===== src/rtl/adder_seq_ctrl_pkg.sv =====
// Shared constants and types for the nibble-serial adder sequencer.
package adder_seq_ctrl_pkg;

    // Width of the time-shared carry-lookahead slice.
    localparam int SLICE_W = 4;

    // FSM encoding, kept as plain 2-bit constants for compatibility with
    // existing decode logic elsewhere in the datapath.
    typedef logic [1:0] state_t;
    localparam state_t ST_IDLE = 2'd0;
    localparam state_t ST_RUN  = 2'd1;
    localparam state_t ST_DONE = 2'd2;

    // Result flags reported alongside the sum.
    typedef struct packed {
        logic cout;
        logic ovf;
        logic zero;
    } flags_t;

    // Operand B as seen by the slice: inverted for subtraction so that
    // A - B = A + ~B + 1, with the +1 supplied as the initial carry.
    function automatic logic [SLICE_W-1:0] eff_nibble(input logic [SLICE_W-1:0] nib,
                                                      input logic              inv);
        eff_nibble = inv ? ~nib : nib;
    endfunction

endpackage


===== src/rtl/adder_seq_ctrl_if.sv =====
// Request/result handshake bundle for adder_seq_ctrl.
interface adder_seq_ctrl_if #(
    parameter int WIDTH = 32
);
    logic             in_valid;
    logic             in_ready;
    logic [WIDTH-1:0] a;
    logic [WIDTH-1:0] b;
    logic             sub;
    logic             flush;
    logic             out_valid;
    logic             out_ready;
    logic [WIDTH-1:0] sum;
    logic             cout;
    logic             ovf;
    logic             zero;

    // Requester/consumer side.
    modport master (
        output in_valid, a, b, sub, flush, out_ready,
        input  in_ready, out_valid, sum, cout, ovf, zero
    );

    // Sequencer side.
    modport slave (
        input  in_valid, a, b, sub, flush, out_ready,
        output in_ready, out_valid, sum, cout, ovf, zero
    );
endinterface


===== src/rtl/adder_seq_ctrl_adder4.sv =====
// Existing 4-bit carry-lookahead slice. Exposes C3 (carry into bit 3)
// so the caller can derive signed overflow on the top slice.
module Adder4 (
    input  logic [3:0] x,
    input  logic [3:0] y,
    input  logic       cin,
    output logic [3:0] s,
    output logic       c3,
    output logic       c4
);
    logic [3:0] g_s;
    logic [3:0] p_s;
    logic       c1_s;
    logic       c2_s;

    assign g_s = x & y;
    assign p_s = x ^ y;

    // Flattened lookahead equations; no ripple between bit positions.
    assign c1_s = g_s[0] | (p_s[0] & cin);
    assign c2_s = g_s[1] | (p_s[1] & g_s[0]) | (p_s[1] & p_s[0] & cin);
    assign c3   = g_s[2] | (p_s[2] & g_s[1]) | (p_s[2] & p_s[1] & g_s[0])
                | (p_s[2] & p_s[1] & p_s[0] & cin);
    assign c4   = g_s[3] | (p_s[3] & g_s[2]) | (p_s[3] & p_s[2] & g_s[1])
                | (p_s[3] & p_s[2] & p_s[1] & g_s[0])
                | (p_s[3] & p_s[2] & p_s[1] & p_s[0] & cin);

    assign s = p_s ^ {c3, c2_s, c1_s, cin};
endmodule


===== src/rtl/adder_seq_ctrl.sv =====
// Nibble-serial add/subtract sequencer: one 4-bit CLA slice is reused for
// WIDTH/4 cycles, least-significant nibble first, with valid/ready on both
// the request and the result side.
module adder_seq_ctrl
    import adder_seq_ctrl_pkg::*;
#(
    parameter int WIDTH = 32
) (
    input  logic                    clk,
    input  logic                    rst,
    adder_seq_ctrl_if.slave         bus
);
    localparam int NSLICE = WIDTH / SLICE_W;
    localparam int CNT_W  = $clog2(NSLICE);
    localparam int RES_W  = WIDTH - SLICE_W;

    state_t             state_r;
    logic               in_ready_r;
    logic               out_valid_r;
    logic [WIDTH-1:0]   a_r;
    logic [WIDTH-1:0]   b_r;
    logic               carry_r;
    logic [CNT_W-1:0]   cnt_r;
    logic [RES_W-1:0]   res_r;
    logic [WIDTH-1:0]   sum_r;
    flags_t             flags_r;

    logic [SLICE_W-1:0] slice_sum_s;
    logic               c3_s;
    logic               c4_s;
    logic [WIDTH-1:0]   final_s;
    logic [RES_W-1:0]   res_shift_s;
    logic               last_s;
    logic               accept_s;

    // Single shared slice; operands are always the low nibble of the
    // right-shifting operand registers, i.e. nibble k in cycle k.
    Adder4 u_slice (
        .x   (a_r[SLICE_W-1:0]),
        .y   (b_r[SLICE_W-1:0]),
        .cin (carry_r),
        .s   (slice_sum_s),
        .c3  (c3_s),
        .c4  (c4_s)
    );

    // The result register holds the nibbles already produced; the newest
    // nibble enters at the top so that after the last slice the value is
    // already in place.
    generate
        if (RES_W > SLICE_W) begin : g_res_shift
            assign res_shift_s = {slice_sum_s, res_r[RES_W-1:SLICE_W]};
        end else begin : g_res_single
            assign res_shift_s = slice_sum_s;
        end
    endgenerate

    assign final_s  = {slice_sum_s, res_r};
    assign last_s   = (cnt_r == CNT_W'(NSLICE - 1));
    assign accept_s = bus.in_valid & in_ready_r;

    // Sequencer state, operand capture, nibble stepping and result update.
    always_ff @(posedge clk or posedge rst) begin
        if (rst) begin
            state_r     <= ST_IDLE;
            in_ready_r  <= 1'b1;
            out_valid_r <= 1'b0;
            a_r         <= {WIDTH{1'b0}};
            b_r         <= {WIDTH{1'b0}};
            carry_r     <= 1'b0;
            cnt_r       <= {CNT_W{1'b0}};
            res_r       <= {RES_W{1'b0}};
            sum_r       <= {WIDTH{1'b0}};
            flags_r     <= '{cout: 1'b0, ovf: 1'b0, zero: 1'b0};
        end else if (bus.flush) begin
            // Cancel wins over both handshakes; reported results are kept.
            state_r     <= ST_IDLE;
            in_ready_r  <= 1'b1;
            out_valid_r <= 1'b0;
            cnt_r       <= {CNT_W{1'b0}};
        end else begin
            case (state_r)
                ST_IDLE: begin
                    if (accept_s) begin
                        a_r        <= bus.a;
                        for (int i = 0; i < NSLICE; i++) begin
                            b_r[i*SLICE_W +: SLICE_W] <=
                                eff_nibble(bus.b[i*SLICE_W +: SLICE_W], bus.sub);
                        end
                        carry_r    <= bus.sub;
                        cnt_r      <= {CNT_W{1'b0}};
                        state_r    <= ST_RUN;
                        in_ready_r <= 1'b0;
                    end else begin
                        in_ready_r <= 1'b1;
                    end
                end
                ST_RUN: begin
                    a_r     <= {{SLICE_W{1'b0}}, a_r[WIDTH-1:SLICE_W]};
                    b_r     <= {{SLICE_W{1'b0}}, b_r[WIDTH-1:SLICE_W]};
                    res_r   <= res_shift_s;
                    carry_r <= c4_s;
                    if (last_s) begin
                        cnt_r        <= {CNT_W{1'b0}};
                        sum_r        <= final_s;
                        flags_r.cout <= c4_s;
                        flags_r.ovf  <= c4_s ^ c3_s;
                        flags_r.zero <= (final_s == {WIDTH{1'b0}});
                        state_r      <= ST_DONE;
                        out_valid_r  <= 1'b1;
                    end else begin
                        cnt_r <= cnt_r + CNT_W'(1);
                    end
                end
                ST_DONE: begin
                    if (bus.out_ready) begin
                        state_r     <= ST_IDLE;
                        out_valid_r <= 1'b0;
                        in_ready_r  <= 1'b1;
                    end else begin
                        out_valid_r <= 1'b1;
                    end
                end
                default: begin
                    state_r     <= ST_IDLE;
                    in_ready_r  <= 1'b1;
                    out_valid_r <= 1'b0;
                    cnt_r       <= {CNT_W{1'b0}};
                end
            endcase
        end
    end

    assign bus.in_ready  = in_ready_r;
    assign bus.out_valid = out_valid_r;
    assign bus.sum       = sum_r;
    assign bus.cout      = flags_r.cout;
    assign bus.ovf       = flags_r.ovf;
    assign bus.zero      = flags_r.zero;

endmodule


===== src/flat_wrapper.sv =====
// flat-port wrapper written by rule: the top's interface ports become plain ports
module adder_seq_ctrl_flat import adder_seq_ctrl_pkg::*;
#(
    parameter int WIDTH = 32
)
  (clk, rst, bus_in_valid, bus_a, bus_b, bus_sub, bus_flush, bus_out_ready, bus_in_ready, bus_out_valid, bus_sum, bus_cout, bus_ovf, bus_zero);
  adder_seq_ctrl_if #(.WIDTH(WIDTH)) bus_i ();
  input  logic clk;
  input  logic rst;
  input wire logic [$bits(bus_i.in_valid)-1:0] bus_in_valid;
  input wire logic [$bits(bus_i.a)-1:0] bus_a;
  input wire logic [$bits(bus_i.b)-1:0] bus_b;
  input wire logic [$bits(bus_i.sub)-1:0] bus_sub;
  input wire logic [$bits(bus_i.flush)-1:0] bus_flush;
  input wire logic [$bits(bus_i.out_ready)-1:0] bus_out_ready;
  output wire logic [$bits(bus_i.in_ready)-1:0] bus_in_ready;
  output wire logic [$bits(bus_i.out_valid)-1:0] bus_out_valid;
  output wire logic [$bits(bus_i.sum)-1:0] bus_sum;
  output wire logic [$bits(bus_i.cout)-1:0] bus_cout;
  output wire logic [$bits(bus_i.ovf)-1:0] bus_ovf;
  output wire logic [$bits(bus_i.zero)-1:0] bus_zero;
  assign bus_i.in_valid = bus_in_valid;
  assign bus_i.a = bus_a;
  assign bus_i.b = bus_b;
  assign bus_i.sub = bus_sub;
  assign bus_i.flush = bus_flush;
  assign bus_i.out_ready = bus_out_ready;
  assign bus_in_ready = bus_i.in_ready;
  assign bus_out_valid = bus_i.out_valid;
  assign bus_sum = bus_i.sum;
  assign bus_cout = bus_i.cout;
  assign bus_ovf = bus_i.ovf;
  assign bus_zero = bus_i.zero;
  adder_seq_ctrl #(.WIDTH(WIDTH)) u_core (.clk(clk), .rst(rst), .bus(bus_i));
endmodule

===== config.mk =====
export PLATFORM = sky130hd
export DESIGN_NAME = adder_seq_ctrl_flat
export DESIGN_NICKNAME = d
export VERILOG_FILES = /design/src/rtl/adder_seq_ctrl_pkg.sv /design/src/rtl/adder_seq_ctrl_if.sv /design/src/rtl/adder_seq_ctrl_adder4.sv /design/src/rtl/adder_seq_ctrl.sv /design/src/flat_wrapper.sv
export SDC_FILE = /design/constraint.sdc
export NUM_CORES = 1
export LEC_CHECK = 0
export ABC_CLOCK_PERIOD_IN_PS = 12200
export BUFFER_PORTS_ARGS = -buffer_cell sky130_fd_sc_hd__buf_2
export CORE_UTILIZATION = 50
export DETAILED_ROUTE_END_ITERATION = 6
export GPL_ROUTABILITY_DRIVEN = 0
export GPL_TIMING_DRIVEN = 1
export PLACE_DENSITY = 0.83
export SYNTH_ARGS = -nofsm -noshare
export SYNTH_HDL_FRONTEND = slang
export SYNTH_HIERARCHICAL = 1
export SYNTH_SLANG_ARGS = --single-unit

===== constraint.sdc =====
create_clock -name clk -period 12.2 [get_ports clk]
set_input_delay 1.83 -clock clk [delete_from_list [all_inputs] [get_ports clk]]
set_output_delay 1.83 -clock clk [all_outputs]
set_load 0.1 [all_outputs]

==> summary.txt <==
Synth
  • Largest family of logic cells by synthesized area: multiplexers
  • Post-synth EDFFs: 0
  • Syn_nets: 572
  • Synth Area in Simple Gates: 0.0493
  • Compound-Gate Fraction of Synth Area: 0.0415
  • Netlist cell types: 37
  • Mux cell area share after synthesis: 0.294
  • Synth top area share: 0.508
  • Primary FF master, synth: dfrtp_1
  • Async set-or-reset flop fraction in the synthesized netlist: 1.00
  • Post-Synth XOR/XNOR Area: 0.0478
  • Post-Syn Area per Cell: about 13 µm²
  • Sequential share of the synthesized area: 0.512
  • #FFs+latches synth: between 100 and 150
  • Top cell type by total area after synthesis: dfrtp_1
  • Cell count after synthesis: a little under 500
  • Synth Area in Adders: 0.0220
  • Synth top area cells: dfrtp_1, mux2_2, mux2_4, xnor2_1, o21ai_0
  • Mapped Area: approximately 0.0066 mm²
  • Syn. warnings: 6

Route
  • Remaining routing DRC violations: 0
  • Vias: 4043
  • Post-detailed-route count of antenna-violating nets: 0
  • Total detailed-routing wirelength: 12.7 mm
  • DR iter-0 viols: 255
  • WL/cell: around 16 µm
  • Routed vias/inst: 5.23
  • First-pass detailed-route iteration total: 4

Finish
  • Post-layout instance area: about 0.0079 mm²
  • Layout cells sized above 1: 0.504
  • Fillers: 999
  • Fin util: 0.619
  • Area delta synth->final: 19.3%
  • Area occupied by multi-input gates: a little over 0.003 mm²
  • Register area: 0.00338 mm²
  • Antenna cells: 0
  • Final net count: 670

CTS
  • Root Driver: clkbuf_16
  • Worst-Skew Late Latency: 0.41 ns
  • Clock buffer depth: 2
  • Num CTS Buffers: 17
  • Setup repair bufs after CTS: 0
  • Post-CTS sizing: 0
  • # hold bufs at CTS: 0
  • CTS H-Tree Depth: 4
  • Clk sinks: 135
  • CTS tree: done
  • Reg clk slew, reported paths: approximately 0.06 ns

Floorplanning
  • Die X: around 120 µm
  • Initial Utilization: 0.519
  • Std cell rows: 41
  • CORE AREA: 0.0127 mm²
  • IO Count: 107
  • Total die area: 0.0137 mm²
  • Die Ht: ~120 µm

Placement
  • Port Buffers: 106
  • Place WS: about 8.1 ns
  • Placed Area: 0.00721 mm²
  • Dpl hpwl: 8.07 mm

Power and ir drop
  • Overall power: 1.78 mW
  • Worst VDD drop: between 0.1 and 0.15 mV
  • Static leakage: 3.82 nW
  • Pwr dens: between 200 and 250 mW/mm²

STA
  • Fmax: 271 MHz
  • Setup TNS: 0 ns
  • Final hold vios: 0
  • Worst relative slew slack: 0.223
  • Tcrit/Tclk final: 0.302
  • Setup ws final: 8.51 ns
  • Slew @ Worst Pin: 1.17 ns
  • Fin crit period: 3.69 ns
  • Worst Skew: 0.00777 ns
  • Max-slew violation count: 0
  • Unrepaired setup endpoints after global routing: false
  • # setup viols final: 0

Min path
  • Hold Crit Class: reg -> reg
  • Worst Hold Launch: u_core/a_r[4]$_DFFE_PP0P_
  • Hold Crit Depth: 1
  • Hold Path Sink: u_core/a_r[4]$_DFFE_PP0P_

GRT
  • M3 GR Usage: 0.0505
  • Number of global-route vias before repair: 4212
  • Grt total ovfl: 0
  • Global-route wire length before repair: 20.8 mm
  • GRT met1 Usage: 0.256
  • Antenna violations before repair: 0
  • Pin count of the biggest net entering global routing: 100
  • GRT Util Overall: 0.202
  • Busiest metal layer after global routing: met2
  • Routing usage on met2: 0.334

Critical path
  • R2r worst-path depth: 5
  • Arrival @ worst endpoint: 3.98 ns
  • Max FO, Critical Path: between 60 and 70
  • CP Launch Type: input port
  • CP Capture Type: flop
  • Slowest cell on crit path: or3_4
  • Capturing point of the worst reg2reg path: u_core/b_r[31]$_DFFE_PP0P_
  • Cell Chain, Critical Path: buf_2 -> a21boi_1 -> or3_4 -> mux2_2
  • Worst R2R Setup Slack: around 9.2 ns
  • Worst Path Required: 12.49 ns
  • Max incr delay on CP: 1.00 ns
  • RR Startpoint: u_core/state_r[1]$_DFFE_PP0P_
  • Crit path kind: in -> reg

Outcome
  • Status: finished clean

Flow run
  • MaxCap Viol Count: 0
==> metal layers <==
metal / part of all wire / vias up / wire length, µm
met4: 0.0093 / 0 / 119
met1: 0.45 / 2006 / 5770
met5: 0 / - / 0
met2: 0.49 / 115 / 6290
li1: - / 1912 / -
met3: 0.044 / 10 / 561
==> state kept, by name, indices dropped and copies added, names as in the netlist <==
register,flops
u_core/carry_r,1
u_core/cnt_r,3
u_core/bus.sum,32
u_core/res_r,28
u_core/state_r,2
u_core/bus.zero,1
u_core/bus.ovf,1
u_core/a_r,32
u_core/bus.out_valid,1
u_core/bus.cout,1
u_core/bus.in_ready,1
u_core/b_r,32
==> cells in the mapped netlist (2+ instances only) <==
library cell,count
inv_1,10
xnor2_1,34
nor4_1,8
buf_2,13
dfrtp_1,134
o31ai_1,3
xor2_1,2
nand2_1,31
or3_1,2
o21ai_0,33
nor2b_1,6
buf_6,6
a21oi_1,6
buf_1,3
clkbuf_1,6
nand2b_1,2
mux2_4,50
nand4b_1,2
mux2_2,106
ha_1,10
nor2_1,6
nand4_1,2
buf_4,2
==> critical path: cells and delay by family <==
family                 cells  cell delay, ns
and+or+nand+nor            1            1.00
AOI/OAI and AO/OA          1            0.55
muxes                      1            0.42
buffers and inverters      1            0.10
==> cell type report <==
| type | instances | area share |
|---|---|---|
| clock inverter | 13 | 0.0287 |
| timing repair buffer | 109 | 0.0702 |
| tap | 172 | 0.0273 |
| sequential | 135 | 0.429 |
| inverter | 10 | 0.00540 |
| clock buffer | 18 | 0.0557 |
| multi-input combinational | 316 | 0.384 |
==> how the worst max path moves through the flow <==
stage / start / depth (start not counted) / to
3_5_place_dp: bus_in_valid / 4 / u_core/a_r[11]$_DFFE_PP0P_
4_1_cts: bus_in_valid / 4 / u_core/a_r[11]$_DFFE_PP0P_
3_3_place_gp: bus_in_valid / 4 / u_core/b_r[31]$_DFFE_PP0P_
6_report: bus_in_valid / 4 / u_core/b_r[31]$_DFFE_PP0P_
2_1_floorplan: rst / 1 / u_core/a_r[0]$_DFFE_PP0P_
5_1_grt: bus_in_valid / 4 / u_core/a_r[11]$_DFFE_PP0P_
==> stage by stage <==
| step | hold slack (ns) | cells |
|---|---|---|
| after floorplan | 0.474 | 491 |
| after global placement | 0.475 | 742 |
| after detailed placement | 0.488 | 742 |
| after CTS | 0.500 | 773 |
| after global routing | 0.514 | 773 |
| final | 0.500 | 773 |
==> where the power goes <==
group	switching (mW)	internal [mW]	total (mW)
Clock	0.189	0.387	0.576
Combinational	0.200	0.282	0.482
Sequential	0.118	0.600	0.717
Total	0.507	1.27	1.78
==> layout by cell type, fill, tap and decap left out, types with 8 or more instances in the layout <==
cell	instances
nor4_1	8
ha_1	9
buf_2	106
o21ai_0	33
mux2_2	106
xnor2_1	34
clkbuf_16	17
nand2_1	31
mux2_4	50
inv_1	9
dfrtp_1	134
==> cell families (layout without fill, tap and decap cells) <==
group | Yosys count | count (layout)
multiplexers | 156 | 156
XOR/XNOR | 36 | 36
buffers and inverters | 40 | 150
adder cells (fa/ha/maj) | 11 | 11
AO/OA/AOI/OAI | 48 | 48
flip-flops | 135 | 135
AND/OR/NAND/NOR | 65 | 65
Note: power is estimated with default switching activity, not from simulation.
